--- src/rtl/bus_arbiter.sv ---
// Round-robin arbiter for a shared tri-state bus: grants one requester at a time,
// with setup (GRANT) and turnaround (RELEASE) cycles and a forced release after MAXHOLD cycles.
module bus_arbiter #(
    parameter int unsigned NREQ    = 4,
    parameter int unsigned MAXHOLD = 16
) (
    input  logic                    clk,
    input  logic                    rst_n,
    input  logic [NREQ-1:0]         req_i,
    input  logic [NREQ-1:0]         done_i,
    output logic [NREQ-1:0]         gnt_o,
    output logic [NREQ-1:0]         ldbus_o,
    output logic [$clog2(NREQ)-1:0] gnt_id_o,
    output logic                    busy_o,
    output logic                    timeout_o
);

    localparam int unsigned IDW = $clog2(NREQ);
    localparam int unsigned HW  = 8;
    localparam logic [HW-1:0] HLIM = HW'(MAXHOLD - 1);

    typedef enum logic [1:0] {
        IDLE    = 2'd0,
        GRANT   = 2'd1,
        OWN     = 2'd2,
        RELEASE = 2'd3
    } state_e;

    state_e          state_q, state_d;
    logic [IDW-1:0]  gnt_id_q, gnt_id_d;
    logic [IDW-1:0]  ptr_q, ptr_d;
    logic [HW-1:0]   hcnt_q, hcnt_d;
    logic [NREQ-1:0] gnt_q, gnt_d;
    logic [NREQ-1:0] ldbus_q, ldbus_d;
    logic            busy_q, busy_d;
    logic            timeout_q, timeout_d;

    logic [IDW-1:0]  win_c, cand_c;
    logic            found_c;
    logic            own_req_c, own_done_c, at_limit_c;
    logic [NREQ-1:0] onehot_c;

    // Round-robin pick: first requester at or after ptr_q, wrapping
    always_comb begin
        found_c = 1'b0;
        win_c   = ptr_q;
        cand_c  = ptr_q;
        for (int unsigned k = 0; k < NREQ; k++) begin
            cand_c = IDW'((32'(ptr_q) + k) % NREQ);
            if (!found_c && req_i[cand_c]) begin
                found_c = 1'b1;
                win_c   = cand_c;
            end
        end
    end

    always_comb begin
        state_d    = state_q;
        gnt_id_d   = gnt_id_q;
        ptr_d      = ptr_q;
        hcnt_d     = hcnt_q;
        timeout_d  = 1'b0;
        own_req_c  = req_i[gnt_id_q];
        own_done_c = done_i[gnt_id_q];
        at_limit_c = (hcnt_q == HLIM);

        case (state_q)
            IDLE: begin
                if (found_c) begin
                    gnt_id_d = win_c;
                    state_d  = GRANT;
                end
            end
            GRANT: begin
                hcnt_d  = '0;
                state_d = own_req_c ? OWN : RELEASE;
            end
            OWN: begin
                if (own_done_c || !own_req_c || at_limit_c) begin
                    state_d   = RELEASE;
                    // Flag a timeout only when the hold limit alone ended the tenure
                    timeout_d = at_limit_c && own_req_c && !own_done_c;
                    hcnt_d    = '0;
                end else begin
                    hcnt_d = hcnt_q + HW'(1);
                end
            end
            RELEASE: begin
                ptr_d   = (gnt_id_q == IDW'(NREQ - 1)) ? '0 : gnt_id_q + IDW'(1);
                state_d = IDLE;
            end
            default: state_d = IDLE;
        endcase

        // Outputs are precomputed from the next state so they leave straight from flops
        onehot_c = NREQ'(1) << gnt_id_d;
        gnt_d    = (state_d == GRANT || state_d == OWN) ? onehot_c : '0;
        ldbus_d  = (state_d == OWN) ? onehot_c : '0;
        busy_d   = (state_d != IDLE);
    end

    always_ff @(posedge clk or negedge rst_n) begin
        if (!rst_n) begin
            state_q   <= IDLE;
            gnt_id_q  <= '0;
            ptr_q     <= '0;
            hcnt_q    <= '0;
            gnt_q     <= '0;
            ldbus_q   <= '0;
            busy_q    <= 1'b0;
            timeout_q <= 1'b0;
        end else begin
            state_q   <= state_d;
            gnt_id_q  <= gnt_id_d;
            ptr_q     <= ptr_d;
            hcnt_q    <= hcnt_d;
            gnt_q     <= gnt_d;
            ldbus_q   <= ldbus_d;
            busy_q    <= busy_d;
            timeout_q <= timeout_d;
        end
    end

    assign gnt_o     = gnt_q;
    assign ldbus_o   = ldbus_q;
    assign gnt_id_o  = gnt_id_q;
    assign busy_o    = busy_q;
    assign timeout_o = timeout_q;

endmodule

--- config.mk ---
export PLATFORM = sky130hd
export DESIGN_NAME = bus_arbiter
export DESIGN_NICKNAME = d
export VERILOG_FILES = /design/src/rtl/bus_arbiter.sv
export SDC_FILE = /design/constraint.sdc
export NUM_CORES = 1
export LEC_CHECK = 0
export CAP_MARGIN = 25
export CORE_MARGIN = 4
export CORE_UTILIZATION = 55
export DETAILED_ROUTE_END_ITERATION = 6
export PLACE_DENSITY = 0.8
export SETUP_SLACK_MARGIN = 0.1
export SKIP_CTS_REPAIR_TIMING = 1
export SYNTH_ARGS = -nofsm -noshare
export SYNTH_HDL_FRONTEND = slang
export SYNTH_SLANG_ARGS = --single-unit
--- constraint.sdc ---
create_clock -name clk -period 4.5 [get_ports clk]
set_input_delay 0.45 -clock clk [delete_from_list [all_inputs] [get_ports clk]]
set_output_delay 0.45 -clock clk [all_outputs]
set_load 0.01 [all_outputs]
=== Word-level counts from Yosys, hierarchy flattened ===
Index checks and enable logic that the tools add are counted.

* Bits in registers: 24
* Input bits: 10
* Output and inout port bits: 12
* Logic and storage cells: 74

* Add/sub/neg operators: 5
* $lt $le $gt $ge: 5
* Equality and inequality tests: 7
* Shifts and indexed selects: 1
* Multiplexer cells: 32
* Reduce and logical (&&, ||, !) cells: 16

{| class="wikitable"
|+ Operators by type and width
! operator !! number
|-
| $mux W2 || 8
|-
| $pmux W8 S2 || 1
|-
| $lt A2 B3 Y1 const B || 5
|-
| $mux W1 || 13
|-
| $bmux W1 S2 || 6
|-
| $add A8 B1 Y8 const B || 1
|-
| $eq A2 B2 Y1 const B || 4
|-
| $eq A8 B4 Y1 const B || 1
|-
| $mux W4 || 2
|-
| $mux W8 || 1
|-
| $pmux W2 S4 || 1
|-
| $logic_and A1 B1 Y1 || 5
|-
| $logic_not A1 Y1 || 5
|-
| $add A2 B1 Y2 const B || 2
|-
| $add A2 B2 Y2 const B || 2
|-
| $eq A2 B1 Y1 const B || 2
|-
| $reduce_bool A2 Y1 || 2
|-
| $shl A1 B2 Y4 const A || 1
|-
| $logic_or A1 B1 Y1 || 3
|-
| $logic_not A2 Y1 || 1
|}

=== Longest topological paths before layout ===
* Word-level depth: 17
* Gate-level depth with buffers: 8
* Gate-level depth less buffers: 8

=== Worst setup path before layout ===
No wires, ideal clock.

* Path type: register -> register
* From: register gnt_id_q[0], in the netlist gnt_id_o[0]
* To: register gnt_q[1], in the netlist gnt_o[1]
* Library setup time: 95 ps
* Arrival: 2,081 ps
* Path slack: 2,325 ps
* Stages on the path, launching flop included: 7
* Buffers on the path: 0
* Period minus slack after synthesis: 2,175 ps
* Path through: dfrtp_1 mux4_2 nor2b_4 nand2_2 o311ai_2 ha_1 nor4_4

* Word-level cells in the longest chain between the ends: 10
* Elaborated cells between the ends (all ways): 17
* Classes of those cells: 2 x eq/ne; 1 x shift; 10 x mux; 4 x reduce/logical

{| class="wikitable"
|+ RTL lines
! item !! RTL line !! text
|-
| start, declared || 30 || <nowiki>logic [IDW-1:0] gnt_id_q, gnt_id_d;</nowiki>
|-
| start signal, assigned || 114 || <nowiki>gnt_id_q <= gnt_id_d;</nowiki>
|-
| $bmux W1 S2 || 63 || <nowiki>own_req_c = req_i[gnt_id_q];</nowiki>
|-
| $mux W1 (implied by the code) || 63 ||
|-
| $logic_not A1 Y1 || 79 || <nowiki>if (own_done_c || !own_req_c || at_limit_c) begin</nowiki>
|-
| $logic_or A1 B1 Y1 (2 in a row) || 79 ||
|-
| $mux W2 || 79 ||
|-
| $pmux W2 S4 || 67 || <nowiki>case (state_q)</nowiki>
|-
| $eq A2 B1 Y1 / $eq A2 B2 Y1 (equally long branches) || 97 || <nowiki>gnt_d = (state_d == GRANT || state_d == OWN) ? onehot_c : '0;</nowiki>
|-
| $logic_or A1 B1 Y1 || 97 ||
|-
| $mux W4 (*) || 97 ||
|-
| net gnt_d[1] || 33 || <nowiki>logic [NREQ-1:0] gnt_q, gnt_d;</nowiki>
|-
| end signal, assigned || 117 || <nowiki>gnt_q <= gnt_d;</nowiki>
|-
| end, declared || 33 ||
|}

The timed path passes the listed nets; every way through them passes the cells marked *. The select of a mux whose other input is x is not followed.
A chain may end at the register's enable or synchronous reset.

=== Final worst setup path ===
* From: input port req_i[0]
* To: register gnt_q[1], in the netlist gnt_o[1]

* Word-level cells in the longest chain between the ends: 17
* Elaborated cells between the ends (all ways): 37
* Classes of those cells: 2 x eq/ne; 1 x shift; 24 x mux; 10 x reduce/logical

{| class="wikitable"
|+ RTL lines
! item !! RTL line !! text
|-
| start, declared || 9 || <nowiki>input logic [NREQ-1:0] req_i,</nowiki>
|-
| $bmux W1 S2 || 50 || <nowiki>if (!found_c && req_i[cand_c]) begin</nowiki>
|-
| $mux W1 (implied by the code) || 50 ||
|-
| $mux W1 || 50 ||
|-
| $logic_not A1 Y1 || 50 ||
|-
| $logic_and A1 B1 Y1 || 50 ||
|-
| $mux W1 || 50 ||
|-
| $logic_not A1 Y1 || 50 ||
|-
| $logic_and A1 B1 Y1 || 50 ||
|-
| [2 not listed] || - ||
|-
| $logic_and A1 B1 Y1 || 50 ||
|-
| $mux W1 || 50 ||
|-
| $mux W2 || 69 || <nowiki>if (found_c) begin</nowiki>
|-
| $pmux W2 S4 || 67 ||
|-
| $eq A2 B1 Y1 / $eq A2 B2 Y1 (equally long branches) || 97 ||
|-
| $logic_or A1 B1 Y1 || 97 ||
|-
| $mux W4 (*) || 97 ||
|-
| net gnt_d[1] || 33 ||
|}

Marks and branches as above.

==> flow_metrics.tcl <==
set metrics [dict create \
    start_util_pct 59.9 \
    via_count 1031 \
    finalPower_mw 1.08 \
    io_buffers 21 \
    synthFlopType "dfrtp_1" \
    yosysWarnings 0 \
    clock-sinks 24 \
    grt_pass1_wl_um 4720 \
    crit_arrival_ns 2.72 \
    worst_ir_drop_vdd_v 0.000503 \
    worst_pin_slew_ns 0.452 \
    status "complete, no violations" \
    place.gp.congestion 0.836 \
    cts_buffers 3 \
    track_usage_pct 18.3 \
    synth_edf_count 0 \
    period_needed_ns 2.48 \
    worst-setup-path-type "in -> reg" \
    syn-instance-count 120 \
    place_hpwl_um 2080 \
    fin_skew_ns 0.00569 \
    diodes 0 \
    intPower_uw 634 \
    synth-simple-area-share_pct 21.2 \
    drive_gt1_share_pct 13.2 \
    ff2ff_path_depth 5 \
    synthDistinctLibCells 47 \
    drt_wl_total_um 2820 \
    syn_nets 139 \
    clockBufferDepth 2 \
    htreeDepth 1 \
    post_drt_wl_per_cell_um 16.4 \
    pwr-share-seq_pct 30.7 \
    viasPerCell 5.99 \
    grt_max_degree 25 \
    finalNonFillerCells 172 \
    drc 0 \
    dp_cells 167 \
    min_path_type "in -> async" \
    synth.most_common_cell "dfrtp_1" \
    grt_setup_unrepaired "false" \
    r2r_slack_ns 2.18 \
    rr_endpoint "gnt_o[1]$_DFF_PN0_" \
    avgSynthCellArea_um2 11.5 \
    clock_latency_ns 0.32 \
    setup_violations 0 \
    cp.required_ns 4.74 \
    hold_viol_final 0 \
    die-area_um2 3360 \
    cts_tree "yes" \
    antenna_found_initial 0 \
    yosysTopAreaCell "dfrtp_1" \
    switching_share_pct 41.0 \
    setup.worst_path.start_class "primary input" \
    async_flop_share_pct 100 \
    cap_viol_max_count 0 \
    min_period_over_period_pct 55.0 \
    core_area_um2 2300 \
    clk_pin_slew_worst_paths_ns 0.14 \
    seq_area_frac_synth_pct 43.7 \
    p_comb_share_pct 54.7 \
    slew_headroom_pct 69.6 \
    synth-seq-cells 24 \
    die_x_um 58 \
    p_clk_share_pct 14.7 \
    cp-end-kind "flop" \
    synth_top_area_share_pct 43.7 \
    grt_pass1_vias 991 \
    power.density_nw_per_um2 639 \
    p_sw_uw 441 \
    critPathMaxFanout 6 \
    synthXorXnorAreaFrac_pct 1.27 \
    dr.pass1.iters 4 \
    num_rows 17 \
    leakagePower_nw 0.735 \
    synth_compound_area_share_pct 16.4 \
    die_h_um 58 \
    synth_common_cells "dfrtp_1, ha_1, nor2_1, inv_1, nand2_1" \
    synthMuxAreaShare_pct 5.91 \
    syn2layout_area_growth_pct 22.5 \
    syn_area_um2 1380 \
    max_freq_ghz 0.404 \
    synth_top_family_by_area "simple AND/OR/NAND/NOR gates" \
    overflow 0 \
    timing.rr.start "gnt_id_o[1]$_DFF_PN0_" \
    tns_ns 0 \
    synth_area_leaders "dfrtp_1, ha_1, nand2b_1" \
    boundaryPins 22 \
    antenna_left 0 \
    fin_util_pct 73.3 \
    maxSlewViolCount 0 \
    root_buffer "clkbuf_4" \
    first_iter_violations 45 \
    synth_adder_area_share_pct 8.19 \
    final_net_count 164 \
]
-- worst max path at each step --
stage / start / depth (start not counted) / to / slack, ns
6_report: req_i[0] / 6 / gnt_o[1]$_DFF_PN0_ / 2.02
5_1_grt: req_i[1] / 6 / gnt_o[1]$_DFF_PN0_ / 1.93
4_1_cts: req_i[0] / 6 / gnt_o[1]$_DFF_PN0_ / 2.06
3_5_place_dp: req_i[0] / 6 / gnt_o[1]$_DFF_PN0_ / 1.69
3_3_place_gp: req_i[3] / 6 / gnt_o[1]$_DFF_PN0_ / 1.77
2_1_floorplan: gnt_id_o[0]$_DFF_PN0_ / 6 / gnt_o[1]$_DFF_PN0_ / 2.32
-- flip-flops by register name (all words and copies together) (netlist names) --
register,cells
state_q,2
ldbus_o,4
gnt_o,4
gnt_id_o,2
ptr_q,2
busy_o,1
timeout_o,1
hcnt_q,8
-- critical path, cell delays in order --
cell and delay, ns:
clkdlybuf4s50_1 0.53, mux4_1 0.60, o21ai_0 0.29, o311ai_2 0.18
ha_1 0.39, nor4_4 0.27
-- per-layer routing --
layer	part of all wire, %	track usage, %	routed length [um]
met4	1.6	6.95	44
met5	0	0	0
met1	42	22.5	1200
met2	51	32.3	1450
met3	4.6	2.45	130
-- per-stage QoR --
| step | setup WS (ns) | hold WS, ns | area, um2 |
|---|---|---|---|
| floorplan | 2.32 | 0.154 | 1380 |
| global placement | 1.77 | 0.499 | 1600 |
| detailed placement | 1.69 | 0.514 | 1600 |
| CTS | 2.06 | 0.550 | 1660 |
| global route | 1.93 | 0.418 | 1680 |
| finish | 2.02 | 0.405 | 1680 |
-- power groups by stage --
stage	clock network, mW	registers (mW)	logic [mW]
after global placement	0	0.331	0.570
final	0.158	0.330	0.588
after detailed placement	0	0.335	0.586
after global routing	0.170	0.338	0.649
after floorplan	0	0.338	0.419
after CTS	0.164	0.330	0.590
-- layout by cell type (no fill, tap or decap), types with 2 or more instances in the layout --
master / n
dfrtp_1: 24
clkdlybuf4s50_1: 21
ha_1: 9
nor2_1: 8
inv_1: 7
nand2_1: 6
nand2b_1: 5
nand3_1: 5
nor3_1: 3
a211oi_1: 3
a21oi_1: 3
clkbuf_4: 3
nor2b_1: 2
o21a_1: 2
o31a_1: 2
and3_1: 2
o21ai_0: 2
o211a_1: 2
and4_1: 2
mux2_2: 2
o2bb2ai_1: 2
xnor2_1: 2
-- logic make-up (layout without fill, tap and decap cells) --
kind of cell               after synthesis  in the layout
adders and majority gates                9              9
and+or+nand+nor                         45             45
xor gates and xnor gates                 2              2
muxes                                    5              5
buffers and inverters                   10             34
AOI/OAI and AO/OA                       25             25
DFF                                     24             24
-- cell type report --
class,count,area (um2)
Tap cell,28,35.0
Inverter,8,30.0
Sequential cell,24,601
Multi-Input combinational cell,86,728
Clock inverter,1,30.0
Clock buffer,3,22.5
Timing Repair Buffer,22,238
Fill cell,160,613
(Power assumes the default switching activity.)
